File: src/rtl/bin_vers_bcd.sv
`default_nettype none
// ============================================================================
// Module      : bin_vers_bcd
// Description : Sequential binary-to-BCD converter (shift-add-3, one input bit
//               per clock) feeding the 3-digit dice-result display. Produces
//               hundreds/tens/units digits, leading-zero blanking enables and
//               an overflow flag that saturates the display to 999.
// Ports       : clk          rising-edge clock
//               rst_n        asynchronous reset, active low
//               start        conversion request, sampled while pret=1
//               valeur       unsigned binary value (LARG bits)
//               pret         1 = idle, start will be accepted
//               fini         one-cycle pulse, new result on outputs
//               bcd100/10/1  BCD digits of the last result
//               en100/en10   display enables for hundreds/tens digits
//               depassement  last converted value exceeded 999
// Revision    : 1.0 - initial release
// ============================================================================
module bin_vers_bcd #(
    parameter int LARG = 10
) (
    input  logic            clk,
    input  logic            rst_n,
    input  logic            start,
    input  logic [LARG-1:0] valeur,
    output logic            pret,
    output logic            fini,
    output logic [3:0]      bcd100,
    output logic [3:0]      bcd10,
    output logic [3:0]      bcd1,
    output logic            en100,
    output logic            en10,
    output logic            depassement
);

    localparam int c_CW = $clog2(LARG + 1);

    localparam logic [1:0] c_REPOS  = 2'd0;
    localparam logic [1:0] c_DECALE = 2'd1;
    localparam logic [1:0] c_FIN    = 2'd2;

    logic [1:0]      r_state;
    logic [LARG-1:0] r_shift;
    logic [11:0]     r_acc;
    logic            r_ovf;
    logic [c_CW-1:0] r_cnt;

    logic [11:0]     w_adj;
    logic [11:0]     w_acc_next;
    logic [3:0]      w_d100;
    logic [3:0]      w_d10;
    logic [3:0]      w_d1;

    function automatic logic [3:0] add3(input logic [3:0] d);
        return (d >= 4'd5) ? (d + 4'd3) : d;
    endfunction

    // Correct each digit before the shift so it carries properly into the
    // next digit after doubling.
    always_comb begin
        w_adj      = {add3(r_acc[11:8]), add3(r_acc[7:4]), add3(r_acc[3:0])};
        w_acc_next = {w_adj[10:0], r_shift[LARG-1]};
    end

    // Saturated digits: a bit ever shifted out of the hundreds digit means the
    // value needed a thousands digit, so display 999 instead.
    always_comb begin
        if (r_ovf) begin
            w_d100 = 4'd9;
            w_d10  = 4'd9;
            w_d1   = 4'd9;
        end else begin
            w_d100 = r_acc[11:8];
            w_d10  = r_acc[7:4];
            w_d1   = r_acc[3:0];
        end
    end

    assign pret = (r_state == c_REPOS);

    always_ff @(posedge clk or negedge rst_n) begin
        if (!rst_n) begin
            r_state     <= c_REPOS;
            r_shift     <= '0;
            r_acc       <= '0;
            r_ovf       <= 1'b0;
            r_cnt       <= '0;
            fini        <= 1'b0;
            bcd100      <= 4'd0;
            bcd10       <= 4'd0;
            bcd1        <= 4'd0;
            en100       <= 1'b0;
            en10        <= 1'b0;
            depassement <= 1'b0;
        end else begin
            fini <= 1'b0;
            case (r_state)
                c_REPOS: begin
                    if (start) begin
                        r_shift <= valeur;
                        r_acc   <= '0;
                        r_ovf   <= 1'b0;
                        r_cnt   <= c_CW'(LARG);
                        r_state <= c_DECALE;
                    end
                end
                c_DECALE: begin
                    r_acc   <= w_acc_next;
                    r_shift <= {r_shift[LARG-2:0], 1'b0};
                    r_ovf   <= r_ovf | w_adj[11];
                    r_cnt   <= r_cnt - c_CW'(1);
                    if (r_cnt == c_CW'(1)) begin
                        r_state <= c_FIN;
                    end
                end
                c_FIN: begin
                    bcd100      <= w_d100;
                    bcd10       <= w_d10;
                    bcd1        <= w_d1;
                    en100       <= (w_d100 != 4'd0);
                    en10        <= (w_d100 != 4'd0) || (w_d10 != 4'd0);
                    depassement <= r_ovf;
                    fini        <= 1'b1;
                    r_state     <= c_REPOS;
                end
                default: begin
                    r_state <= c_REPOS;
                end
            endcase
        end
    end

endmodule
`default_nettype wire

File: config.mk
export PLATFORM = sky130hd
export DESIGN_NAME = bin_vers_bcd
export DESIGN_NICKNAME = d
export VERILOG_FILES = /design/src/rtl/bin_vers_bcd.sv
export SDC_FILE = /design/constraint.sdc
export NUM_CORES = 1
export LEC_CHECK = 0
export BUFFER_PORTS_ARGS = -buffer_cell sky130_fd_sc_hd__buf_2
export CELL_PAD_IN_SITES_DETAIL_PLACEMENT = 0
export CELL_PAD_IN_SITES_GLOBAL_PLACEMENT = 1
export CORE_ASPECT_RATIO = 0.5
export CORE_MARGIN = 2
export CORE_UTILIZATION = 44
export DETAILED_ROUTE_END_ITERATION = 12
export PLACE_DENSITY = 0.75
export SYNTH_ARGS = -nofsm -noshare
export SYNTH_HDL_FRONTEND = slang
export SYNTH_SLANG_ARGS = --single-unit
File: constraint.sdc
create_clock -name clk -period 1.4 [get_ports clk]
set_input_delay 0.14 -clock clk [delete_from_list [all_inputs] [get_ports clk]]
set_output_delay 0.14 -clock clk [all_outputs]
set_load 0.005 [all_outputs]
---- Yosys cells after proc, flatten, opt, wreduce, memory -nomap -nowiden ----
Index checks and enable logic that the tools add are counted.
W data, S select, Z words.
word-level totals
  bits in registers ....................... 45
  input bits .............................. 13
  output and inout bits ................... 17
cells by class
  equal/unequal tests ..................... 5
  bitwise logic cells ..................... 1
  magnitude comparators ................... 3
  add/sub/neg operators ................... 4
  multiplexer cells ....................... 18
  reductions and logical operators ........ 7
operators with widths
  operator               count
  $mux W4                7
  $pmux W12 S2           1
  $pmux W10 S2           1
  $add A4 B2 Y4 const B  3
  $ge A4 B3 Y1 const B   3
  $mux W12               1
  $mux W10               1
  $pmux W4 S2            1
  $reduce_bool A4 Y1     2
  $eq A4 B1 Y1 const B   1
  $mux W2                2
  $ne A2 B2 Y1 const B   2
  $pmux W2 S2            1
  $reduce_and A2 Y1      2
  $sub A4 B1 Y4 const B  1
  $eq A2 B1 Y1 const B   1
  $eq A2 B2 Y1 const B   1
  $logic_not A2 Y1       1
  $mux W1                2
  $pmux W1 S2            1
  $reduce_bool A2 Y1     1
  $logic_or A1 B1 Y1     1
  $or A1 B1 Y1           1

---- Longest topological paths before layout ----
  depth in word-level cells ............... 4
  depth in mapped cells ................... 6
  mapped depth without buffers ............ 5

---- Worst setup path after synthesis ----
Ideal clock, no wire load.
  path kind ............................... register to register
  from .................................... register r_acc[4]
  to ...................................... register r_acc[8]
  path buffers ............................ 0
  period minus slack after synthesis ...... 1.299 ns
  data arrival time ....................... 1.198 ns
  setup slack ............................. 0.101 ns
  cell stages (with the launch flop) ...... 6
  required time ........................... 1.299 ns
  cell sequence ........................... dfrtp_1 > inv_1 > ha_1 > nor2b_1 > o21a_1 > o32ai_1
on the way
  cells in the longest elaborated chain, start to end .. 3
  elaborated cells on any way between the ends .. 4
  those cells by class .................... 1 x add/sub; 1 x order compare; 2 x mux
RTL lines
  item                                           line  text
  from (decl)                                    44    logic [11:0] r_acc;
  from (signal assigned)                         108   r_acc <= w_acc_next;
  $add A4 B2 Y4 or $ge A4 B3 Y1 (tied branches)  55    return (d >= 4'd5) ? (d + 4'd3) : d;
  $mux W4 *                                      55
  $pmux W12 S2 *                                 97    case (r_state)
Every way passes the cells marked *; elsewhere a longest branch is shown, timed or not.
A chain may end at the register's enable or synchronous reset.

---- Worst setup path in the final report ----
  from .................................... register r_state[0]
  to ...................................... output port pret
on the way
  cells in the longest elaborated chain, start to end .. 1
RTL lines
  item                    line  text
  from (decl)             42    logic [1:0] r_state;
  from (signal assigned)  83    r_state <= c_REPOS;
  from (signal assigned)  104   r_state <= c_DECALE;
  from (signal assigned)  113   r_state <= c_FIN;
  $logic_not A2 Y1        79    assign pret = (r_state == c_REPOS);
  to (decl)               26    output logic pret,
No other way between the ends.

==> run_results.csv <==
group,metric,value,unit
clock_tree,root_buffer,"clkbuf_8",
power_and_ir_drop,power.density,2340,nW/um2
sta,fin_worst_skew,0.0105,ns
floorplanning,initial_utilization,45.3,%
global_route,grt.total_usage,18.6,%
route,avgRoutedWirePerCell,14.6,um
route,drc_errors,0,
route,num_vias,1768,
setup_path,worstSetupStartpoint,"r_state[0]",
sta,tightest_slew,0.452,ns
synth,synthTopCellsByArea,"dfrtp_1 (51%), nand2_1 (4.8%), ha_1 (4.5%), o21ai_1 (4.1%), a22oi_1 (3.4%)",
sta,maxSlewViolCount,0,
placed_design,gp_congestion,0.815,
cells_and_area,layout-area-overhead-vs-synth,23.9,%
hold_path,min_path_type,"input port to flop",
floorplanning,die_w,104,um
synth,async_flop_share,100,%
synth,synth_edf_count,0,
synth,yosys_warnings,0,
clock_tree,clk_pin_slew,0.08,ns
setup_path,crit_type,"flop to output pin",
route,drtAntennaViolNets,0,
floorplanning,core,4860,um2
floorplanning,rows,18,
setup_path,startpoint_type,"flop",
synth,synth_top_area_share,51.1,%
power_and_ir_drop,clkPwrFrac,15.0,%
floorplanning,dieArea,5620,um2
sta,setup_tns,0,ns
clock_tree,clkLatencyLatePin,0.30,ns
synth,post_synth_inst_count,221,
floorplanning,io_pins,30,
power_and_ir_drop,switching_share,39.1,%
placed_design,port-buffer-count,29,
sta,min_period,1.35,ns
status,status,"complete, no violations",
cells_and_area,nNetsFinal,286,
power_and_ir_drop,share_comb_of_total_power,49.3,%
clock_tree,cts_buffer_depth,2,
global_route,antenna_found_initial,0,
clock_tree,clock-sinks,45,
global_route,grt_pass1_wl,8020,um
power_and_ir_drop,p_seq_share,35.8,%
synth,yosys.area.top_type,"dfrtp_1",
sta,finalSetupViolations,0,
route,wl,4880,um
synth,syn_area_per_cell,9.96,um2
placed_design,dp_hpwl,3400,um
synth,synthesis.area,2200,um2
synth,ys.flop_type,"dfrtp_1",
setup_path,worst_setup_path_end_kind,"output pin",
setup_path,cp_max_fo,10,
clock_tree,cts-buffers-inserted,5,
setup_path,critPathArrivalTime,1.21,ns
job,maxCapViolations,0,
placed_design,dp_cells,323,
cells_and_area,drive_above_1_share,29.1,%
clock_tree,cts_tree,"yes",
power_and_ir_drop,switchingPower,2.49,mW
sta,fmax,0.741,GHz
route,drt-initial-drc-count,53,
global_route,grt_pass1_vias,1582,
floorplanning,die_height,54.0,um
sta,layout_worst_path_cycle_share,96.4,%
power_and_ir_drop,p_leak,1.30,nW
cells_and_area,fin_cells,335,
power_and_ir_drop,p_int,3.89,mW
route,first_pass_iters,4,
sta,hold_viol,0,
setup_path,r2r-start,"r_acc[0]",
synth,synth-seq-cells,45,
synth,ys_types,35,
cells_and_area,num_antenna_cells,0,
cells_and_area,n_fill_cell,460,
hold_path,hp-start,"valeur[0]",
setup_path,required,1.26,ns
power_and_ir_drop,peakVddDrop,0.000824,V
synth,synth_common_cells,"dfrtp_1 (45), nand2_1 (28), o21ai_1 (18)",
synth,yosysMostFrequentCell,"dfrtp_1",
synth,ys_seq_area_share,51.1,%
global_route,grt_overflow_total,0,
global_route,grt_start_max_net_pins,29,
synth,syn_nets,242,
sta,slew_headroom,69.8,%
route,via_per_inst,5.28,
clock_tree,htreeDepth,2,
[power by group through the flow]
stage                     clock, mW  sequential (mW)  combinational (mW)
after floorplan                   0             2.21                1.96
after global placement            0             2.27                2.73
after detailed placement          0             2.30                2.78
after CTS                     0.979             2.27                2.88
after global routing           1.04             2.36                3.53
final                         0.956             2.28                3.14
[cell families after synthesis]
logic type | after synthesis | synth area share [%]
adder cells (fa/ha/maj) | 8 | 4.55
multiplexers | 1 | 0.455
XOR/XNOR | 3 | 1.19
buffers and inverters | 29 | 6.02
flip-flops | 45 | 51.1
AND/OR/NAND/NOR | 60 | 13.0
AO/OA/AOI/OAI | 75 | 23.7
[worst paths after layout]
path,slack [ns],endpoint,cells past startpoint
max in group asynchronous,0.56,r_state[1],3
min,0.09,r_shift[0],2
min in group asynchronous,0.32,bcd1[3],2
max,0.05,pret,4
min reg2reg,0.47,bcd1[2],2
max reg2reg,0.08,r_acc[1],5
[stage by stage]
stage / hold WS (ns) / worst slack [ns] / utilization [%] / area, um2 / power (mW)
global route: 0.0999 / -0.00878 / 56.1 / 2730 / 6.93
floorplan: -0.156 / 0.101 / - / 2200 / 4.18
finish: 0.0886 / 0.0505 / 56.1 / 2730 / 6.38
detailed placement: 0.115 / -0.0188 / 51.5 / 2510 / 5.08
global placement: 0.103 / 0.0531 / 51.5 / 2510 / 5.01
CTS: 0.0916 / -0.0178 / 54.3 / 2640 / 6.13
[critical path, cell delays in order (launching register included)]
cell,delay (ns)
dfrtp_2,0.43
buf_4,0.15
buf_6,0.14
nor2_4,0.09
buf_2,0.11
[layout by cell type, fill, tap and decap left out, types with 2 or more instances in the layout]
cell	synthesis	layout
dfrtp_1	45	41
buf_2	7	29
nand2_1	28	28
o21ai_1	18	18
buf_4	4	17
inv_1	15	12
a22oi_1	10	10
o31ai_1	10	10
nor2_1	10	9
nor2b_1	10	7
a21oi_1	6	6
o2111ai_1	6	6
nand2b_1	6	5
ha_1	8	5
clkbuf_8	0	5
inv_2	1	4
o21ai_0	4	4
a32o_1	4	4
dfrtp_2	0	4
xnor2_1	3	3
nor2b_4	0	3
o21a_1	3	3
o211ai_1	3	3
ha_2	0	3
nor3_1	2	2
o32ai_2	0	2
o221ai_1	3	2
buf_12	0	2
[routing by layer]
| metal | GRT usage [%] | vias to the layer above | part of all wire [%] |
|---|---|---|---|
| met5 | 0 | - | 0 |
| met4 | 3.38 | 0 | 0.16 |
| met3 | 4.72 | 3 | 4.5 |
| met2 | 28.3 | 43 | 43 |
| met1 | 27.2 | 851 | 53 |
| li1 | - | 871 | - |
[repair_timing]
| action | CTS | global route |
|---|---|---|
| setup endpoints to repair | 6 | 12 |
| resized for setup | 4 | 20 |
| hold buffers | 1 | 0 |
| endpoints found under the hold margin | 17 | 0 |
| setup buffers | 2 | 2 |
[state kept, by name (all words and copies together) (netlist names)]
register,flops
bcd1,4
bcd10,4
bcd100,4
depassement,1
en10,1
en100,1
fini,1
r_acc,12
r_cnt,4
r_ovf,1
r_shift,10
r_state,2
[layout make-up]
class	count	area [um2]	area share (%)
tap	70	87.6	3.21
clock inverter	2	35.0	1.28
inverter	16	60.1	2.20
timing repair buffer	50	334	12.2
clock buffer	5	68.8	2.52
sequential	45	1130	41.5
multi-input combinational	147	1010	37.1
Note: power is estimated with default switching activity, not from simulation.
